**src/rtl/eth_tx_arbiter_pkg.sv**
```systemverilog
// Shared types and helpers for the eth TX arbiter slice.
package eth_tx_arbiter_pkg;

    localparam int unsigned ETH_DW      = 8;
    localparam int unsigned MAX_CLIENTS = 8;

    typedef enum logic {
        ST_IDLE = 1'b0,
        ST_XFER = 1'b1
    } arb_state_t;

    // Index of the set bit in a one-hot (or zero) vector of up to MAX_CLIENTS bits.
    function automatic logic [2:0] onehot_to_idx(input logic [MAX_CLIENTS-1:0] oh);
        logic [2:0] idx;
        idx = '0;
        for (int unsigned i = 0; i < MAX_CLIENTS; i++) begin
            if (oh[i]) begin
                idx = idx | 3'(i);
            end
        end
        return idx;
    endfunction

endpackage

```
**src/rtl/eth_tx_arbiter_rr_pick.sv**
```systemverilog
// Combinational round-robin picker: first requester after i_ptr, wrapping mod N.
module rr_pick
    import eth_tx_arbiter_pkg::*;
#(
    parameter  int unsigned N  = 2,
    localparam int unsigned PW = (N > 1) ? $clog2(N) : 1
) (
    input  logic [N-1:0]  i_req,
    input  logic [PW-1:0] i_ptr,
    output logic [N-1:0]  o_grant
);

    logic          w_found;
    logic [PW-1:0] w_idx;

    // Scan ptr+1 .. ptr+N and keep only the first hit.
    always_comb begin
        o_grant = '0;
        w_found = 1'b0;
        w_idx   = '0;
        for (int unsigned i = 1; i <= N; i++) begin
            w_idx = PW'((32'(i_ptr) + i) % N);
            if (!w_found && i_req[w_idx]) begin
                o_grant[w_idx] = 1'b1;
                w_found        = 1'b1;
            end
        end
    end

endmodule

```
**src/rtl/eth_tx_arbiter.sv**
```systemverilog
// Frame-granular round-robin arbiter sharing the eth byte write port between
// N clients, with an idle watchdog that revokes a stalled grant.
module eth_tx_arbiter
    import eth_tx_arbiter_pkg::*;
#(
    parameter int unsigned N_CLIENTS = 2,
    parameter int unsigned TIMEOUT   = 1024
) (
    input  logic                          i_clk,
    input  logic                          i_rst,
    input  logic [N_CLIENTS-1:0]          i_req,
    input  logic [ETH_DW*N_CLIENTS-1:0]   i_wdata,
    input  logic [N_CLIENTS-1:0]          i_wvalid,
    input  logic [N_CLIENTS-1:0]          i_wlast,
    output logic [N_CLIENTS-1:0]          o_wready,
    output logic [N_CLIENTS-1:0]          o_grant,
    output logic [N_CLIENTS-1:0]          o_abort,
    output logic [ETH_DW-1:0]             o_wdata,
    output logic                          o_wvalid,
    output logic                          o_wlast,
    input  logic                          i_wready,
    output logic                          o_busy
);

    localparam int unsigned   PW         = (N_CLIENTS > 1) ? $clog2(N_CLIENTS) : 1;
    localparam int unsigned   TW         = (TIMEOUT > 0) ? $clog2(TIMEOUT + 1) : 1;
    localparam logic [TW-1:0] TIMER_LAST = (TIMEOUT > 0) ? TW'(TIMEOUT - 1) : '0;

    arb_state_t            r_state, w_state_nx;
    logic [N_CLIENTS-1:0]  r_grant, w_grant_nx;
    logic [N_CLIENTS-1:0]  r_abort, w_abort_nx;
    logic [PW-1:0]         r_ptr, w_ptr_nx;
    logic [TW-1:0]         r_timer, w_timer_nx;

    logic [N_CLIENTS-1:0]  w_pick;
    logic [PW-1:0]         w_gidx;
    logic [ETH_DW-1:0]     w_lane [N_CLIENTS];
    logic [ETH_DW-1:0]     w_wdata;
    logic                  w_wvalid;
    logic                  w_wlast;
    logic                  w_accept;
    logic                  w_req_held;
    logic                  w_expire;

    rr_pick #(.N(N_CLIENTS)) u_pick (
        .i_req   (i_req),
        .i_ptr   (r_ptr),
        .o_grant (w_pick)
    );

    // Each client's byte is masked by its own grant bit before merging, so
    // non-granted data can never reach the eth port.
    for (genvar g = 0; g < N_CLIENTS; g++) begin : g_lane
        assign w_lane[g] = i_wdata[g*ETH_DW +: ETH_DW] & {ETH_DW{r_grant[g]}};
    end

    // OR-merge of the masked lanes and the handshake pass-through.
    always_comb begin
        w_wdata = '0;
        for (int unsigned i = 0; i < N_CLIENTS; i++) begin
            w_wdata = w_wdata | w_lane[i];
        end
        w_req_held = |(r_grant & i_req);
        w_wvalid   = |(r_grant & i_wvalid & i_req);
        w_wlast    = (|(r_grant & i_wlast)) & w_wvalid;
        w_accept   = w_wvalid & i_wready;
        w_expire   = (TIMEOUT != 0) && (r_timer == TIMER_LAST);
        w_gidx     = PW'(onehot_to_idx(MAX_CLIENTS'(r_grant)));
    end

    // Next-state: grant on request in IDLE; in XFER release on last beat,
    // request drop or watchdog expiry (last beat takes priority).
    always_comb begin
        w_state_nx = r_state;
        w_grant_nx = r_grant;
        w_ptr_nx   = r_ptr;
        w_timer_nx = r_timer;
        w_abort_nx = '0;
        case (r_state)
            ST_IDLE: begin
                if (|i_req) begin
                    w_grant_nx = w_pick;
                    w_state_nx = ST_XFER;
                    w_timer_nx = '0;
                end
            end
            ST_XFER: begin
                if (w_accept && w_wlast) begin
                    w_grant_nx = '0;
                    w_ptr_nx   = w_gidx;
                    w_state_nx = ST_IDLE;
                end else if (!w_req_held) begin
                    w_grant_nx = '0;
                    w_ptr_nx   = w_gidx;
                    w_state_nx = ST_IDLE;
                end else if (w_accept) begin
                    w_timer_nx = '0;
                end else if (w_expire) begin
                    w_grant_nx = '0;
                    w_abort_nx = r_grant;
                    w_ptr_nx   = w_gidx;
                    w_state_nx = ST_IDLE;
                end else if (r_timer != '1) begin
                    w_timer_nx = r_timer + 1'b1;
                end
            end
            default: begin
                w_state_nx = ST_IDLE;
                w_grant_nx = '0;
            end
        endcase
    end

    // State, grant, pointer, watchdog and abort-pulse registers.
    always_ff @(posedge i_clk) begin
        if (i_rst) begin
            r_state <= ST_IDLE;
            r_grant <= '0;
            r_abort <= '0;
            r_ptr   <= PW'(N_CLIENTS - 1);
            r_timer <= '0;
        end else begin
            r_state <= w_state_nx;
            r_grant <= w_grant_nx;
            r_abort <= w_abort_nx;
            r_ptr   <= w_ptr_nx;
            r_timer <= w_timer_nx;
        end
    end

    assign o_grant  = r_grant;
    assign o_abort  = r_abort;
    assign o_busy   = (r_state == ST_XFER);
    assign o_wdata  = w_wdata;
    assign o_wvalid = w_wvalid;
    assign o_wlast  = w_wlast;
    assign o_wready = r_grant & {N_CLIENTS{i_wready}};

endmodule

```
**config.mk**
```make
export PLATFORM = sky130hd
export DESIGN_NAME = eth_tx_arbiter
export DESIGN_NICKNAME = d
export VERILOG_FILES = /design/src/rtl/eth_tx_arbiter_pkg.sv /design/src/rtl/eth_tx_arbiter_rr_pick.sv /design/src/rtl/eth_tx_arbiter.sv
export SDC_FILE = /design/constraint.sdc
export NUM_CORES = 1
export LEC_CHECK = 0
export CORE_MARGIN = 2
export CORE_UTILIZATION = 38
export DETAILED_ROUTE_END_ITERATION = 10
export PLACE_DENSITY = 0.75
export SETUP_SLACK_MARGIN = 0.4
export SLEW_MARGIN = 40
export SYNTH_ARGS = -nofsm -noshare
export SYNTH_HDL_FRONTEND = slang
export SYNTH_HIERARCHICAL = 1
export SYNTH_SLANG_ARGS = --single-unit
```
**constraint.sdc**
```tcl
create_clock -name i_clk -period 1.8 [get_ports i_clk]
set_clock_uncertainty 0.05 [all_clocks]
set_input_delay 0.54 -clock i_clk [delete_from_list [all_inputs] [get_ports i_clk]]
set_output_delay 0.54 -clock i_clk [all_outputs]
set_load 0.005 [all_outputs]
```
==> results.md <==
* Largest family of logic cells by synthesized area: compound AO/OA/AOI/OAI gates
* Avg WL per Cell at 18.8 um
* Most common cell after layout, fill and taps aside: buf_4
* Starting Density at 39.1%
* Core Area at 0.00269 mm2
* Reg2reg end: r_timer[3]
* Final hold vios at 0
* Worst reg2reg path depth at 9
* Final Core Density at 74.2%
* Ant diodes at 0
* CP delay by family, top: flip-flops
* CTS Buffer Depth at 2
* Share of cells above drive strength 1 at 53.9%
* Complex-gate fraction of the synthesized area at 30.9%
* CTS tree: yes
* Hold Crit Depth at 2
* Vias at 1,386
* Worst Path Max Fanout at 8
* Max Slew Vio Count at 0
* Fin crit period at 1.87 ns
* DRT Pass-1 Iters at 4
* Post-Syn Area at 0.00105 mm2
* Critical-path cell list: buf_12 -> buf_12 -> a22o_1 -> buf_2
* Crit-path slowest cell: dfxtp_4
* WP buf/inv at 3
* Synth warn at 6
* GP Congestion at 0.810
* Slew at the pin closest to its max-slew limit at 0.441 ns
* GRT Overall Usage at 27.8%
* PD cells at 508 mW/mm2
* GR Overflow Total at 0
* Worst Path Arrival at 1.28 ns
* Area growth, synth to finish at 90.0%
* Sum of negative setup slack at -0.532 ns
* Largest net degree at the start of global routing at 11
* Worst path required time at 1.21 ns
* Clk pin slew, worst setup/hold paths at 0.11 ns
* Synth Flop Type: dfxtp_1
* Post-synth cell types at 42
* Critical path class: reg2out
* Routed WL at 4.41 mm
* Proportion of synthesized area in mux cells at 0%
* RR Startpoint: o_grant[0]
* Port bufs at 41
* Xor/xnor cell area share of the yosys netlist at 0%
* Initial antenna violation count at 0
* Most frequent cells in the layout: buf_4 (24), buf_6 (18), dlygate4sd2_1 (14), buf_2 (12), dfxtp_1 (10)
* Fillers at 182
* Fin crit share at 104%
* Post-Synth Adder-Cell Area at 1.19%
* Design area at 0.00199 mm2
* Seq/Total Area, Yosys at 32.4%
* Post-synth EDFFs at 0
* Post-route DRC at 0
* FP Rows at 19
* Number of global-route vias before repair at 1,423
* First-pass GRT wire length at 6.89 mm
* Total power at 1010 uW
* Syn nets at 154
* DR vias/cell at 5.90
* Final setup vio count at 10
* Area of placed instances at 0.00172 mm2
* Die Width at 56.6 um
* HP Class: reg2reg
* Gate Count Post-Synth at 128
* Status: finished, violations left
* Max-Cap Viols at 0
* Seq cells post-synth at 17
* R2R setup slack at -0.05 ns
* Leak at 0.000798 uW
* Fraction of the mapped netlist area in simple logic gates at 29.0%
* Dpl ws at -0.603 ns
* Routed Antenna Nets at 0
* Crit start category: register
* Critical path endpoint category: primary output
* Hold Path End: r_timer[4]
* Final setup margin at -0.0737 ns
* Most frequent CP cell: buf_12
* # IOs at 42
* CTS buffer count at 3
* Die Span Y at 56.6 um
* Latest clock arrival within the worst-skew pair at 0.32 ns
* Fmax at 0.534 GHz
* Clock sink count at 17
* Async S/R FF share, synth at 0%
* CTS H-tree depth at 1
* Min-Delay Startpoint: r_timer[4]
* Max-slew headroom at 70.5%
* Number of DRC markers in iteration 0 at 55
* RSZ-0062 raised after global routing: true
* Hold buffer count at CTS at 0
* Syn_area_per_cell at 8.20 um2
* Hpwl dp at 2.60 mm
* Root buffer cell: clkbuf_4
* Nets@finish at 231
* Peak supply drop at 554 uV
* Failing checks: negative setup slack
* Die area at 0.00320 mm2
* CP peak stage delay at 0.38 ns
[kinds of logic after synthesis]
family                     Yosys count
buffers and inverters               13
adders and majority gates            1
AOI/OAI and AO/OA                   45
and+or+nand+nor                     52
DFF                                 17
[sequential cells by signal, summed over array words and instances, names as in the netlist]
register and count:
r_timer 11, o_abort 2, o_grant 2, r_ptr 1, o_busy 1
[per-layer routing]
| metal | GRT usage, % | routed length, um |
|---|---|---|
| met1 | 30.6 | 1700 |
| met5 | 0 | 0 |
| met2 | 52.2 | 2400 |
| met3 | 5.53 | 182 |
| met4 | 9.52 | 119 |
[worst reg2reg max path, cell delays in order, from the launching register on]
cell     delay, ns
dfxtp_4       0.38
buf_12        0.12
a22oi_2       0.21
buf_4         0.15
buf_6         0.08
a211o_4       0.13
nand2_4       0.08
buf_6         0.14
o21ai_0       0.29
a21oi_2       0.10
[worst max path at each step]
| stage | to | start | slack (ns) | cells past startpoint |
|---|---|---|---|---|
| 2_1_floorplan | r_timer[3] | r_timer[1] | 0.19 | 6 |
| 3_3_place_gp | o_wlast | i_req[0] | -0.60 | 4 |
| 3_5_place_dp | o_wlast | i_req[0] | -0.60 | 4 |
| 4_1_cts | o_wdata[6] | o_grant[0] | -0.06 | 4 |
| 5_1_grt | r_timer[3] | o_grant[0] | -0.14 | 9 |
| 6_report | o_wdata[2] | o_grant[0] | -0.07 | 4 |
[layout make-up]
type	count	area, um2	share of cell area (%)
Clock buffer	3	22.5	1.13
Clock inverter	1	5.00	0.251
Inverter	4	15.0	0.753
Multi-Input combinational cell	99	846	42.4
Sequential cell	17	362	18.1
Tap cell	31	38.8	1.94
Timing Repair Buffer	80	706	35.4
[Yosys cell counts, types with 2 or more instances]
cell type / instances / share of area (%)
and3_1: 5 / 3.0
nand4_1: 5 / 3.0
a41oi_1: 5 / 4.2
nand3b_1: 2 / 1.4
dfxtp_1: 17 / 32
o21ai_0: 6 / 2.9
nand3_1: 5 / 2.4
a21oi_1: 10 / 4.8
o32ai_1: 2 / 1.7
and2_1: 2 / 1.2
nor3_1: 9 / 4.3
inv_1: 4 / 1.4
clkbuf_1: 4 / 1.4
a22o_1: 8 / 6.7
a31oi_1: 2 / 1.2
a211oi_1: 3 / 2.1
nand2_1: 9 / 3.2
buf_6: 2 / 2.1
nor2_1: 5 / 1.8
[report_power, final]
group,total [uW],internal [uW],switching [uW]
Clock,221,83.4,138
Combinational,396,215,180
Sequential,396,385,11.2
[timing repair]
item / CTS / global route
gates resized for setup: 134 / 12
buffers inserted: 14 / 2
pin swaps: 35 / 11
gates cloned: 1 / 0
setup endpoints to repair: 34 / 32
[stage by stage]
step	hold slack (ns)	std cells
floorplan	0.401	128
global placement	0.409	214
detailed placement	0.417	214
CTS	0.456	233
global route	0.482	235
finish	0.461	235
Note: power is estimated with default switching activity, not from simulation.
